## src/rtl/predict_pc_freg.sv

```systemverilog
// ----------------------------------------------------------------------------
// predict_pc_freg
//   Producer side of the fetch-PC path. Holds the F pipeline register
//   (F_predPC) and predicts the next PC from the instruction just fetched:
//   jXX and call predict valC (jXX always-taken), everything else valP.
//   Mispredicted jXX (resolved in M) and ret (resolved in W) are corrected
//   downstream by the PC selector; this block only counts them.
//   Also keeps five saturating performance counters.
//
// Ports
//   clk_i          core clock, all state updates on rising edge
//   rst_i          synchronous active-high reset
//   F_stall_i      hold the F register
//   f_icode_i      icode of the instruction fetched this cycle
//   f_valC_i       constant word of the fetched instruction
//   f_valP_i       address of the next sequential instruction
//   M_icode_i      icode in M stage
//   M_Cnd_i        branch condition resolved in M stage
//   W_icode_i      icode in W stage
//   cnt_clr_i      synchronous clear of all perf counters
//   F_predPC_o     registered predicted PC
//   f_predPC_o     combinational next prediction (debug/trace)
//   cnt_jxx_o      jXX instructions accepted into F->D
//   cnt_call_o     call instructions accepted into F->D
//   cnt_mispred_o  jXX mispredictions resolved in M
//   cnt_ret_o      ret instructions reaching W
//   cnt_stall_o    cycles with F_stall_i high
// ----------------------------------------------------------------------------
module predict_pc_freg #(
   parameter logic [63:0] RESET_PC = 64'h0,
   parameter int unsigned CNT_W    = 32
) (
   input  logic             clk_i,
   input  logic             rst_i,
   input  logic             F_stall_i,
   input  logic [3:0]       f_icode_i,
   input  logic [63:0]      f_valC_i,
   input  logic [63:0]      f_valP_i,
   input  logic [3:0]       M_icode_i,
   input  logic             M_Cnd_i,
   input  logic [3:0]       W_icode_i,
   input  logic             cnt_clr_i,
   output logic [63:0]      F_predPC_o,
   output logic [63:0]      f_predPC_o,
   output logic [CNT_W-1:0] cnt_jxx_o,
   output logic [CNT_W-1:0] cnt_call_o,
   output logic [CNT_W-1:0] cnt_mispred_o,
   output logic [CNT_W-1:0] cnt_ret_o,
   output logic [CNT_W-1:0] cnt_stall_o
);

   localparam logic [3:0]       IJXX    = 4'h7;
   localparam logic [3:0]       ICALL   = 4'h8;
   localparam logic [3:0]       IRET    = 4'h9;
   localparam logic [CNT_W-1:0] CNT_MAX = {CNT_W{1'b1}};

   logic [63:0]      predpc_q, predpc_d;
   logic [CNT_W-1:0] jxx_q, jxx_d;
   logic [CNT_W-1:0] call_q, call_d;
   logic [CNT_W-1:0] mispred_q, mispred_d;
   logic [CNT_W-1:0] ret_q, ret_d;
   logic [CNT_W-1:0] stall_q, stall_d;

   logic inc_jxx, inc_call, inc_mispred, inc_ret, inc_stall;

   // Saturating increment: holds at all-ones instead of wrapping
   function automatic logic [CNT_W-1:0] sat_inc(input logic [CNT_W-1:0] v);
      return (v == CNT_MAX) ? v : v + CNT_W'(1);
   endfunction

   // Next-PC prediction: always-taken jXX, call target, else fall-through
   always_comb begin
      f_predPC_o = f_valP_i;
      if ((f_icode_i == IJXX) || (f_icode_i == ICALL)) begin
         f_predPC_o = f_valC_i;
      end
   end

   // Event decode; jXX/call count only when accepted (not stalled)
   always_comb begin
      inc_jxx     = !F_stall_i && (f_icode_i == IJXX);
      inc_call    = !F_stall_i && (f_icode_i == ICALL);
      inc_mispred = (M_icode_i == IJXX) && !M_Cnd_i;
      inc_ret     = (W_icode_i == IRET);
      inc_stall   = F_stall_i;
   end

   // Next-state for F register and counters; clear drops same-cycle increments
   always_comb begin
      predpc_d  = predpc_q;
      jxx_d     = jxx_q;
      call_d    = call_q;
      mispred_d = mispred_q;
      ret_d     = ret_q;
      stall_d   = stall_q;

      if (!F_stall_i) begin
         predpc_d = f_predPC_o;
      end

      if (cnt_clr_i) begin
         jxx_d     = '0;
         call_d    = '0;
         mispred_d = '0;
         ret_d     = '0;
         stall_d   = '0;
      end else begin
         if (inc_jxx)     jxx_d     = sat_inc(jxx_q);
         if (inc_call)    call_d    = sat_inc(call_q);
         if (inc_mispred) mispred_d = sat_inc(mispred_q);
         if (inc_ret)     ret_d     = sat_inc(ret_q);
         if (inc_stall)   stall_d   = sat_inc(stall_q);
      end
   end

   // State registers; reset overrides stall and clear
   always_ff @(posedge clk_i) begin
      if (rst_i) begin
         predpc_q  <= RESET_PC;
         jxx_q     <= '0;
         call_q    <= '0;
         mispred_q <= '0;
         ret_q     <= '0;
         stall_q   <= '0;
      end else begin
         predpc_q  <= predpc_d;
         jxx_q     <= jxx_d;
         call_q    <= call_d;
         mispred_q <= mispred_d;
         ret_q     <= ret_d;
         stall_q   <= stall_d;
      end
   end

   assign F_predPC_o    = predpc_q;
   assign cnt_jxx_o     = jxx_q;
   assign cnt_call_o    = call_q;
   assign cnt_mispred_o = mispred_q;
   assign cnt_ret_o     = ret_q;
   assign cnt_stall_o   = stall_q;

endmodule

```

## config.mk

```make
export PLATFORM = sky130hd
export DESIGN_NAME = predict_pc_freg
export DESIGN_NICKNAME = d
export VERILOG_FILES = /design/src/rtl/predict_pc_freg.sv
export SDC_FILE = /design/constraint.sdc
export NUM_CORES = 1
export LEC_CHECK = 0
export BUFFER_PORTS_ARGS = -buffer_cell sky130_fd_sc_hd__buf_2
export CORE_AREA = 3 3 168 170
export DETAILED_ROUTE_END_ITERATION = 7
export DIE_AREA = 0 0 171 173
export PLACE_DENSITY = 0.69
export SLEW_MARGIN = 15
export SYNTH_ARGS = -nofsm -noshare
export SYNTH_HDL_FRONTEND = slang
export SYNTH_SLANG_ARGS = --single-unit
export TNS_END_PERCENT = 100
```

## constraint.sdc

```tcl
create_clock -name clk_i -period 2.9 [get_ports clk_i]
set_input_delay 0.58 -clock clk_i [delete_from_list [all_inputs] [get_ports clk_i]]
set_output_delay 0.58 -clock clk_i [all_outputs]
set_load 0.01 [all_outputs]
```

Word level (Yosys, flattened, before mapping)
Cells that the tools add are included.
{"block": "op_classes", "n_addsub": 5, "n_mul": 0, "div": 0, "order_cmp": 0, "eq_ne": 9, "shift": 0, "n_mux": 1, "bitwise": 5, "n_reduce_logical": 12}
{"cell": "adder 32 x 1 -> 32 bit (second input constant)", "n": 5}
{"cell": "equality test 32 bit (second input constant)", "n": 5}
{"cell": "2-to-1 mux 64 bit", "n": 1}
{"cell": "AND reduction 2 bit", "n": 5}
{"cell": "equality test 4 x 3 -> 1 bit (second input constant)", "n": 2}
{"cell": "equality test 4 bit (second input constant)", "n": 2}
{"cell": "NOT 1 bit", "n": 5}
{"cell": "logical AND 1 bit", "n": 3}
{"cell": "logical NOT 1 bit", "n": 2}
{"cell": "OR reduction 2 bit", "n": 1}
{"cell": "logical OR 1 bit", "n": 1}
{"block": "word_totals", "ff_bits": 224, "latchBits": 0, "ramBits": 0, "romBits": 0, "out_inout_bits": 288, "wordCells": 38, "memories": 0}

Longest topological paths before layout
{"block": "logic_depth", "ltp_word": 3, "ltp_mapped": 8, "mapped_depth_nobuf": 6}

Worst setup path before layout
No wires, ideal clock.
{"block": "synth_timing", "kind": "input-to-output", "startpoint": "input port f_icode_i[1]", "endpoint": "output port f_predPC_o[10]", "arrival_time_ns": 2.050, "required_time_ns": 2.320, "setup_slack_ns": 0.270, "stages": 5, "n_path_buf": 2, "cell_sequence": "or4b_1 > and2_1 > clkbuf_1 > clkbuf_1 > mux2_2"}
{"block": "synth_via", "elab_chain_len": 3}
{"element": "start, declared", "line_no": "36", "text": "input logic [3:0] f_icode_i,"}
{"element": "equality test 4 x 3 -> 1 bit / equality test 4 bit (equally long branches)", "line_no": "74", "text": "if ((f_icode_i == IJXX) || (f_icode_i == ICALL)) begin"}
{"element": "logical OR 1 bit (*)", "line_no": "74"}
{"element": "2-to-1 mux 64 bit (*)", "line_no": "74"}
{"element": "end, declared", "line_no": "44", "text": "output logic [63:0] f_predPC_o,"}
Mark *: on every way between the ends. The rest lies on a longest branch, timed or not.

Worst setup path after layout
{"block": "layout_timing", "startpoint": "input port f_icode_i[1]", "endpoint": "output port f_predPC_o[50]"}
The elaborated chain is that of the path after synthesis.

==> flow_metrics.tcl <==
set metrics [dict create \
    cts_buffer_depth 3 \
    p_leak_nw 5.91 \
    cts_htree_levels 1 \
    postCtsSetupRepairBufs 0 \
    p_sw_w 0.00175 \
    final_layout_size_suffix_gt1_share_pct 33.1 \
    final.setup.tns_ns 0 \
    row_count 60 \
    pwr-share-comb_pct 8.8 \
    syn_inst 1339 \
    crit_required_ns 2.32 \
    num_vias 12200 \
    synth_area_leader_cell "dfxtp_1" \
    setup_viol 0 \
    avgSynthCellArea_um2 8.20 \
    grt_pass1_wl_um 63800 \
    placed_cell_area_mm2 0.0136 \
    p_per_area_mw_per_mm2 513 \
    maxSlewHeadroom_pct 41.9 \
    r2r_end "cnt_ret_o[30]" \
    die_height_um 173 \
    drcViolationCount 0 \
    netlist.area_leader.share_pct 40.8 \
    clkTransAtPathRegs_ns 0.06 \
    antenna_left 0 \
    arrival_ns 2.16 \
    clockRootBuffer "clkbuf_16" \
    clk_latency_ns 0.52 \
    tightestPinTransition_ns 0.864 \
    grt_usage_pct 26.8 \
    synth_compound_area_share_pct 16.1 \
    ys_seq_elements 224 \
    die_x_um 171 \
    layout_commonest_cell "buf_2" \
    via_per_inst 5.76 \
    first_pass_iters 8 \
    grt_max_degree 65 \
    io-pin-count 433 \
    path_class "in -> out" \
    fill_cells 2550 \
    fin_nets 1901 \
    reg2reg_slack_ns 0.36 \
    clock_sinks 224 \
    critical_path.endpoint "f_predPC_o[50]" \
    synthTopCellsByArea "dfxtp_1, nand2_1, a21oi_1" \
    synth_cell_type_count 59 \
    fmax_mhz 365 \
    wl_per_cell_um 19.7 \
    hold_viol 0 \
    layout_common_cells "buf_2, dfxtp_1, nand2_1, a21oi_1, nor2_1" \
    ys_seq_area_share_pct 40.8 \
    vdd_drop_max_mv 0.389 \
    synth-edff-count 0 \
    synthMuxAreaShare_pct 7.47 \
    synth_top_family_by_area "simple AND/OR/NAND/NOR gates" \
    first_global_vias 11100 \
    overflow 0 \
    antenna_found_initial 18 \
    finalClockSkew_ns 0.0119 \
    p_clk_share_pct 48.8 \
    netlist_area_mm2 0.0110 \
    intPower_w 0.00574 \
    drv_slew 0 \
    hold_path.class "reg -> reg" \
    io_buffers 432 \
    core_region_area_mm2 0.0269 \
    r2r_start "cnt_ret_o[0]" \
    yosys_most_used_dff "dfxtp_1" \
    dp_hpwl_um 31800 \
    syn-num-nets 1489 \
    endpoint_kind "output port" \
    maxCapViolCount 0 \
    start_util_pct 40.9 \
    ctsHoldBuffers 0 \
    drt_iter0_markers 1005 \
    status "finished clean" \
    synth_fa_ha_area_share_pct 0.570 \
    die_area_mm2 0.0296 \
    syn_to_final_growth_pct 32.9 \
    worstSetupStartpointType "input pin" \
    ff2ff_path_depth 6 \
    startpoint "f_icode_i[1]" \
    cts_tree "done" \
    synthArstFlopShare_pct 0 \
    min_period_ns 2.74 \
    cp_max_fo 42 \
    yosys.area_share.simple_pct 27.9 \
    wl_um 42000 \
    cts_resized 0 \
    synthXorXnorAreaFrac_pct 3.51 \
    numCtsBuffers 26 \
    seqPwrFrac_pct 42.3 \
    power_w 0.00748 \
    place.gp.congestion 1.05 \
    period_share_pct 94.4 \
    yosysWarnings 0 \
    fin_area_mm2 0.0146 \
    power_switching_share_pct 23.3 \
    rsz0062_at_grt "false" \
]
-- registers in the layout (all words and copies together) (netlist names) --
signal and cells:
cnt_stall_o 32, cnt_jxx_o 32, F_predPC_o 64, cnt_call_o 32, cnt_mispred_o 32, cnt_ret_o 32
-- layer usage --
| metal | global-route usage (%) | up-vias | share of wire [%] |
|---|---|---|---|
| li1 | - | 5781 | - |
| met1 | 33.8 | 5798 | 40 |
| met2 | 42.9 | 567 | 47 |
| met3 | 7.73 | 88 | 9.2 |
| met4 | 10.8 | 6 | 3.6 |
| met5 | 0 | - | 0.093 |
-- layout make-up --
class / count / area (um2) / share of cell area [%]
clock buffer: 32 / 734 / 5.03
clock inverter: 15 / 230 / 1.58
inverter: 26 / 97.6 / 0.669
antenna: 14 / 35.0 / 0.240
multi-input combinational: 1013 / 6140 / 42.1
tap: 341 / 427 / 2.92
sequential: 224 / 4480 / 30.7
timing repair buffer: 460 / 2450 / 16.8
-- critical path: stages --
cell and delay, ns:
buf_2 0.10, or4b_1 0.55, and2_2 0.24, buf_12 0.20
mux2_2 0.32, buf_2 0.15
-- kinds of logic (layout without fill, tap and decap cells) --
group	after synthesis	in the layout
AOI/OAI and AO/OA	295	295
xor gates and xnor gates	44	44
adders and majority gates	5	5
buffers and inverters	102	533
DFF	224	224
muxes	74	74
other	0	14
and+or+nand+nor	595	595
-- metrics by stage --
step	hold slack, ns	util (%)	setup slack (ns)	instances
final	0.457	54.3	0.164	2125
after detailed placement	0.448	50.6	0.178	2064
after floorplan	0.476	-	0.270	1339
after global placement	0.439	50.6	0.227	2064
after CTS	0.448	54.2	0.172	2111
after global routing	0.475	54.3	0.123	2124
-- synth_stat cells (3+ instances only) --
master and number:
or4_1 52, o21ai_0 41, nand4b_1 3, mux2i_1 10, dfxtp_1 224, o211ai_1 10, and4_1 16, nand4_1 52
xnor2_1 37, ha_1 5, and2_1 7, clkbuf_1 67, a31o_2 4, a2111oi_0 6, mux2_2 64, nor4_1 24
nor3_1 15, or3_1 46, xor2_1 7, o41ai_1 3, nor2_1 74, o21a_1 3, or2_2 3, a31oi_1 10
buf_2 7, nand2_1 223, o31ai_1 41, inv_1 26, nor4b_1 3, nand3_1 45, and3_1 17, a41o_1 3
a211oi_1 13, a21oi_1 148
-- power by group through the flow --
stage	registers, W	clock network (W)	logic [W]
after global routing	0.00317	0.00386	0.000714
final	0.00317	0.00365	0.000661
after CTS	0.00317	0.00373	0.000656
after global placement	0.00323	0	0.000651
after floorplan	0.00326	0	0.000297
after detailed placement	0.00323	0	0.000652
-- how the worst min path moves through the flow --
stage / startpoint / endpoint / slack, ns / cells past startpoint
detailed placement: F_predPC_o[1] / F_predPC_o[1] / 0.45 / 2
CTS: f_valP_i[14] / F_predPC_o[14] / 0.45 / 4
global placement: F_predPC_o[1] / F_predPC_o[1] / 0.44 / 2
finish: F_predPC_o[1] / F_predPC_o[1] / 0.46 / 2
floorplan: F_predPC_o[1] / F_predPC_o[1] / 0.48 / 2
global route: F_predPC_o[63] / F_predPC_o[63] / 0.48 / 2
Note: power is estimated with default switching activity, not from simulation.
